## config.mk

```make
export PLATFORM = sky130hd
export DESIGN_NAME = wb_arbiter
export DESIGN_NICKNAME = d
export VERILOG_FILES = /design/src/rtl/wb_pkg.sv /design/src/rtl/rr_arb2.sv /design/src/rtl/wb_arbiter.sv
export SDC_FILE = /design/constraint.sdc
export NUM_CORES = 1
export LEC_CHECK = 0
export CAP_MARGIN = 20
export CORE_MARGIN = 3
export CORE_UTILIZATION = 39
export CTS_BUF_LIST = sky130_fd_sc_hd__clkbuf_2
export DETAILED_ROUTE_END_ITERATION = 10
export PLACE_DENSITY = 0.85
export SLEW_MARGIN = 20
export SYNTH_ARGS = -nofsm -noshare
export SYNTH_HDL_FRONTEND = slang
export SYNTH_SLANG_ARGS = --single-unit
```

## constraint.sdc

```tcl
create_clock -name clk -period 1.8 [get_ports clk]
set_input_delay 0.45 -clock clk [delete_from_list [all_inputs] [get_ports clk]]
set_output_delay 0.45 -clock clk [all_outputs]
set_load 0.1 [all_outputs]
```

## src/rtl/wb_pkg.sv

```systemverilog
// Shared constants for the writeback arbiter: source priority encodings, default widths, x0 index.
package wb_pkg;
  localparam int XLEN   = 32;
  localparam int REG_AW = 5;

  localparam logic PRI_ALU = 1'b0;
  localparam logic PRI_LD  = 1'b1;

  localparam logic [REG_AW-1:0] REG_X0 = {REG_AW{1'b0}};
endpackage

```

## src/rtl/rr_arb2.sv

```systemverilog
// Two-requester round-robin arbiter; req/gnt bit 0 is the ALU, bit 1 the load path.
module rr_arb2
  import wb_pkg::*;
(
  input  logic       clk,
  input  logic       rst,
  input  logic [1:0] req,
  input  logic       stall,
  output logic [1:0] gnt
);

  logic rr_ptr_q, rr_ptr_d;

  always_comb begin
    gnt      = 2'b00;
    rr_ptr_d = rr_ptr_q;
    if (rst && !stall) begin
      case (req)
        2'b01:   gnt = 2'b01;
        2'b10:   gnt = 2'b10;
        2'b11:   gnt = (rr_ptr_q == PRI_LD) ? 2'b10 : 2'b01;
        default: gnt = 2'b00;
      endcase
      // Any grant hands priority to the source that did not just win.
      if (gnt != 2'b00) rr_ptr_d = gnt[0] ? PRI_LD : PRI_ALU;
    end
  end

  always_ff @(posedge clk) begin
    if (!rst) rr_ptr_q <= PRI_LD;
    else      rr_ptr_q <= rr_ptr_d;
  end

endmodule

```

## src/rtl/wb_arbiter.sv

```systemverilog
// Writeback arbiter: merges ALU and load results onto the single regfile write port.
// Optional WB_BYPASS_EN adds a write-to-read forwarding path on two read buses.
module wb_arbiter
  import wb_pkg::*;
#(
  parameter int XLEN   = wb_pkg::XLEN,
  parameter int REG_AW = wb_pkg::REG_AW
) (
  input  logic              clk,
  input  logic              rst,
  input  logic              wb_stall,
  input  logic              alu_valid,
  output logic              alu_ready,
  input  logic [REG_AW-1:0] alu_rd,
  input  logic [XLEN-1:0]   alu_data,
  input  logic              ld_valid,
  output logic              ld_ready,
  input  logic [REG_AW-1:0] ld_rd,
  input  logic [XLEN-1:0]   ld_data,
  output logic              regwr,
  output logic [REG_AW-1:0] rw,
  output logic [XLEN-1:0]   busw
`ifdef WB_BYPASS_EN
  ,
  input  logic [REG_AW-1:0] ra,
  input  logic [REG_AW-1:0] rb,
  input  logic [XLEN-1:0]   busa_in,
  input  logic [XLEN-1:0]   busb_in,
  output logic [XLEN-1:0]   busa_out,
  output logic [XLEN-1:0]   busb_out
`endif
);

  logic [1:0]        gnt;
  logic              regwr_q, regwr_d;
  logic [REG_AW-1:0] rw_q, rw_d;
  logic [XLEN-1:0]   busw_q, busw_d;

  rr_arb2 u_arb (
    .clk   (clk),
    .rst   (rst),
    .req   ({ld_valid, alu_valid}),
    .stall (wb_stall),
    .gnt   (gnt)
  );

  assign alu_ready = gnt[0];
  assign ld_ready  = gnt[1];

  always_comb begin
    regwr_d = 1'b0;
    rw_d    = rw_q;
    busw_d  = busw_q;
    if (gnt[1]) begin
      rw_d    = ld_rd;
      busw_d  = ld_data;
      regwr_d = (ld_rd != REG_AW'(REG_X0));
    end else if (gnt[0]) begin
      rw_d    = alu_rd;
      busw_d  = alu_data;
      regwr_d = (alu_rd != REG_AW'(REG_X0));
    end
  end

  always_ff @(posedge clk) begin
    if (!rst) begin
      regwr_q <= 1'b0;
      rw_q    <= '0;
      busw_q  <= '0;
    end else begin
      regwr_q <= regwr_d;
      rw_q    <= rw_d;
      busw_q  <= busw_d;
    end
  end

  assign regwr = regwr_q;
  assign rw    = rw_q;
  assign busw  = busw_q;

`ifdef WB_BYPASS_EN
  // Forward the in-flight write to readers of the same register; x0 is never forwarded.
  assign busa_out = (regwr_q && rw_q == ra && ra != REG_AW'(REG_X0)) ? busw_q : busa_in;
  assign busb_out = (regwr_q && rw_q == rb && rb != REG_AW'(REG_X0)) ? busw_q : busb_in;
`endif

endmodule

```

* Word level (Yosys, flattened, before mapping)
Index checks and enable logic that the tools add are counted.
** Storage, ports and cells
- Register bits after elaboration :: 39
- Word-level logic and storage cells :: 25
- Input port bits :: 79
- Output and inout port bits :: 40
** Operators by class
- Muxes and demuxes :: 11
- Reduce and logical (&&, ||, !) cells :: 7
- Equal/unequal tests :: 3
** Operators by type and width (count)
- $mux 32 :: 2
- $mux 5 :: 2
- $reduce_bool 5->1 :: 2
- $mux 2 :: 3
- $pmux 2 s3 :: 1
- $eq 2x2->1 const B :: 2
- $reduce_bool 2->1 :: 2
- $mux 1 :: 3
- $eq 2x1->1 const B :: 1
- $reduce_and 2->1 :: 1
- $logic_and 1x1->1 :: 1
- $logic_not 1->1 :: 1

* Longest topological paths before layout
- Depth in word-level cells :: 6
- Depth in mapped cells :: 7
- Mapped depth without buffers :: 3

* Modules after synthesis
From an unflattened synthesis, not the netlist that was laid out.
** Second synthesis, totals
- Cells, all modules :: 217
- Area, all modules :: 1895.6 µm²
** Modules (own cells, without submodules)
- wb_arbiter :: cells each 208, seq. area each 760.7 µm², times used 1, area each 1818.0 µm²
- rr_arb2 :: cells each 9, seq. area each 20.0 µm², times used 1, area each 77.6 µm²

* Least setup slack after synthesis
OpenSTA, ideal clock, no wires.
- Path type :: input -> output
- Start point :: input alu_valid
- End point :: output ld_ready
- Arrival :: 2185 ps
- Path buffers :: 1
- Slack :: -835 ps
- Required time :: 1350 ps
- Stages on the path :: 3
- Path through :: nor2b_1 > buf_4 > nor2_1
** Between the ends
- Cells in the longest elaborated chain, start to end :: 4
- Elaborated cells on any way between the ends :: 6
- Classes of those cells :: eq/ne (3); mux (3)
** Ends and longest elaborated chain
- from (decl) :: line wb_arbiter.sv:12 : input logic alu_valid,
- $eq 2x2->1 / $eq 2x1->1 (equally long branches) :: line rr_arb2.sv:18 : case (req)
- $pmux 2 s3 (*) :: line rr_arb2.sv:18
- $mux 2 (*) (2 in series) :: line rr_arb2.sv:17 : if (rst && !stall) begin
- to (decl) :: line wb_arbiter.sv:17 : output logic ld_ready,
Every way passes the cells marked *; elsewhere a longest branch is shown, timed or not. The select of a mux whose other input is x is not followed.

* Worst setup path in the final report
- Start point :: input wb_stall
- End point :: output ld_ready
** Between the ends
- Cells in the longest elaborated chain, start to end :: 3
** Ends and longest elaborated chain
- from (decl) :: line wb_arbiter.sv:11 : input logic wb_stall,
- $logic_not 1->1 :: line rr_arb2.sv:17
- $logic_and 1x1->1 :: line rr_arb2.sv:17
- $mux 2 :: line rr_arb2.sv:17
Every way passes these cells.

==> flow_summary.yaml <==
run_status:
  outcome: "finished clean"
critical_path:
  critical-path-top-delay-family: "buffers and inverters"
  slowest_delay_ns: 0.27
  crit_arrival_ns: 1.29
  cp_max_fo: 3
  cp-start-kind: "input pin"
  slowest_stage: "dlygate4sd2_1"
  end_kind: "primary output"
  reg2regPathDepth: 5
  rr_startpoint: "u_arb.rr_ptr_q"
  r2r_slack_ns: 0.48
  path_class: "in -> out"
  worstPathRequired_ns: 1.35
  cp_num_buf_inv: 2
  r2r-end: "busw[9]"
  worstPathCellList: "dlygate4sd2_1 -> nand3b_1 -> nor2_4 -> buf_12"
sta:
  fmax_mhz: 576
  rsz0062_at_grt: "false"
  relSlewSlack: 0.793
  setup_viol: 0
  final.setup.tns_ns: 0
  hold_viol_final: 0
  finalMaxSlewViolations: 0
  layout_setup_ws_ns: 0.0630
  skew_ns: 0.00131
  fin_crit_ns: 1.74
  tightestPinTransition_ns: 0.309
  period_share: 0.965
synth:
  synth-main-ff-cell: "dfxtp_1"
  avgSynthCellArea_um2: 9.18
  netlist_instances: 228
  netlist_area_mm2: 0.00209
  synth.yosys.warnings: 0
  synthArstFlopShare: 0
  synth-edff-count: 0
  synth_seq_cells: 39
  synth_fp_nets: 307
  yosysSeqAreaShare: 0.373
  yosysUniqueCellTypes: 24
cts:
  path_clk_slew_ns: 0.19
  cts.path.max_buffers: 2
  ctsHoldBuffers: 0
  numCtsBuffers: 5
  cts_tree: "yes"
  clkLatencyLatePin_ns: 0.37
  clock_sinks: 39
  cts_root_buffer: "clkbuf_2"
  htree_levels: 2
die:
  fp.dieH_um: 79.3
  ios: 119
  die_area_mm2: 0.00628
  rows: 26
  core-area_mm2: 0.00514
  fp.dieW_um: 79.3
  initial_utilization: 0.407
layout:
  fin_util: 0.756
  drive_above_1_share: 0.225
  nNetsFinal: 425
  diodes: 0
  area_growth_pct: 85.5
min_path:
  hp-start: "u_arb.rr_ptr_q"
  holdCritPathClass: "reg -> reg"
  holdPathStages: 2
  min_to: "u_arb.rr_ptr_q"
power:
  netSwitchingFraction: 0.390
  clockPowerShare: 0.154
  ir_drop_mv: 0.382
  powerDensity_mw_per_mm2: 648
  power_frac_seq: 0.393
  power_frac_comb: 0.453
  p_leak_nw: 1.47
  p_int_mw: 1.54
  switchingPower_mw: 0.982
grt:
  grt_pass1_wl_um: 11800
  antenna_found_initial: 0
  grt-ovfl-total: 0
  track_usage: 0.233
  grt_max_degree: 34
  grt_pass1_vias: 2375
route:
  dr.first_iter.drc_count: 96
  num_vias: 2375
  viasPerCell: 5.70
  dr.pass1.iters: 4
  wire_per_inst_um: 17.4
  antenna_left: 0
  routed_wl_um: 7270
  post-route-drc-count: 0
placed_design:
  dpl.hpwl_um: 5510
  pre_cts_slack_ns: -0.233
  place_congestion: 0.773
  port_buffers: 118
job:
  max-cap-violations: 0
## cells in the mapped netlist, types with 3 or more instances
cell	count	area [um^2]
and3_1	6	37.5
buf_6	5	56.3
o211ai_1	32	240
a221o_1	5	50.1
o221a_1	32	360
clkbuf_1	22	82.6
nand2_1	35	131
nor2_1	3	11.3
dfxtp_1	39	781
o21a_1	32	240
## routing by layer
| layer | wire, um | global-route usage | up-vias |
|---|---|---|---|
| li1 | - | - | 1112 |
| met1 | 2890 | 0.294 | 1155 |
| met5 | 0 | 0 | - |
| met2 | 3730 | 0.396 | 99 |
| met3 | 563 | 0.0556 | 9 |
| met4 | 88 | 0.0636 | 0 |
## final cells by class
cell class | count | area, um^2
sequential | 39 | 782
clock inverter | 1 | 5.00
inverter | 1 | 3.75
clock buffer | 7 | 35.0
multi-input combinational | 157 | 1180
timing repair buffer | 142 | 1790
fill | 391 | 1260
tap | 70 | 87.6
## how the worst max path moves through the flow
| stage | start | endpoint | slack, ns | cells past startpoint |
|---|---|---|---|---|
| finish | wb_stall | ld_ready | 0.06 | 4 |
| global route | wb_stall | ld_ready | 0.02 | 4 |
| CTS | u_arb.rr_ptr_q | alu_ready | 0.03 | 3 |
| detailed placement | rst | alu_ready | -0.23 | 4 |
| global placement | rst | alu_ready | -0.18 | 4 |
| floorplan | ld_valid | ld_ready | 0.03 | 3 |
## what timing repair did
| item | CTS | global route |
|---|---|---|
| resized for setup | 7 | 1 |
| buffers inserted | 5 | 0 |
| pin swaps | 2 | 1 |
| setup endpoints to repair | 2 | 2 |
## power by group through the flow
stage | logic [mW] | clock network (mW) | registers, mW
after floorplan | 0.241 | 0 | 1.38
after global placement | 1.12 | 0 | 1.00
after detailed placement | 1.14 | 0 | 1.01
after CTS | 1.15 | 0.401 | 0.989
after global routing | 1.19 | 0.442 | 0.996
final | 1.14 | 0.387 | 0.989
## worst reg2reg max path: stages, from the launching register on
cell	delay (ns)
dfxtp_2	0.39
nor2b_4	0.14
buf_4	0.15
buf_12	0.17
o211ai_1	0.15
o221a_1	0.23
## state kept, by name, indices dropped and copies added, names as in the netlist
register,cells
regwr,1
busw,32
u_arb.rr_ptr_q,1
rw,5
## cell families after synthesis
kind of cell / count (synthesis) / share of synthesized area
AO/OA/AOI/OAI: 104 / 0.436
AND/OR/NAND/NOR: 53 / 0.113
flip-flops: 39 / 0.373
buffers and inverters: 32 / 0.0783
## cell usage in the layout, fill, tap and decap left out, types with 2 or more instances in the layout
master            n
nor3_1            2
a221o_1           5
dlygate4sd2_1     4
clkbuf_2          7
nand2_1          35
o211ai_1         32
and3_1            5
o21a_1           32
nor2b_4           2
buf_4            21
o221a_1          32
nor2_1            2
clkdlybuf4s50_1  74
dfxtp_1          38
buf_12           43
## stage by stage
stage | instance area, um^2 | hold WS (ns) | total power, mW | instances
after floorplan | 2100 | 0.470 | 1.62 | 228
after global placement | 3800 | 0.535 | 2.12 | 404
after detailed placement | 3800 | 0.561 | 2.14 | 404
after CTS | 3880 | 0.586 | 2.54 | 417
after global routing | 3880 | 0.614 | 2.63 | 417
final | 3880 | 0.552 | 2.52 | 417
Power figures use the tool's default switching activity.
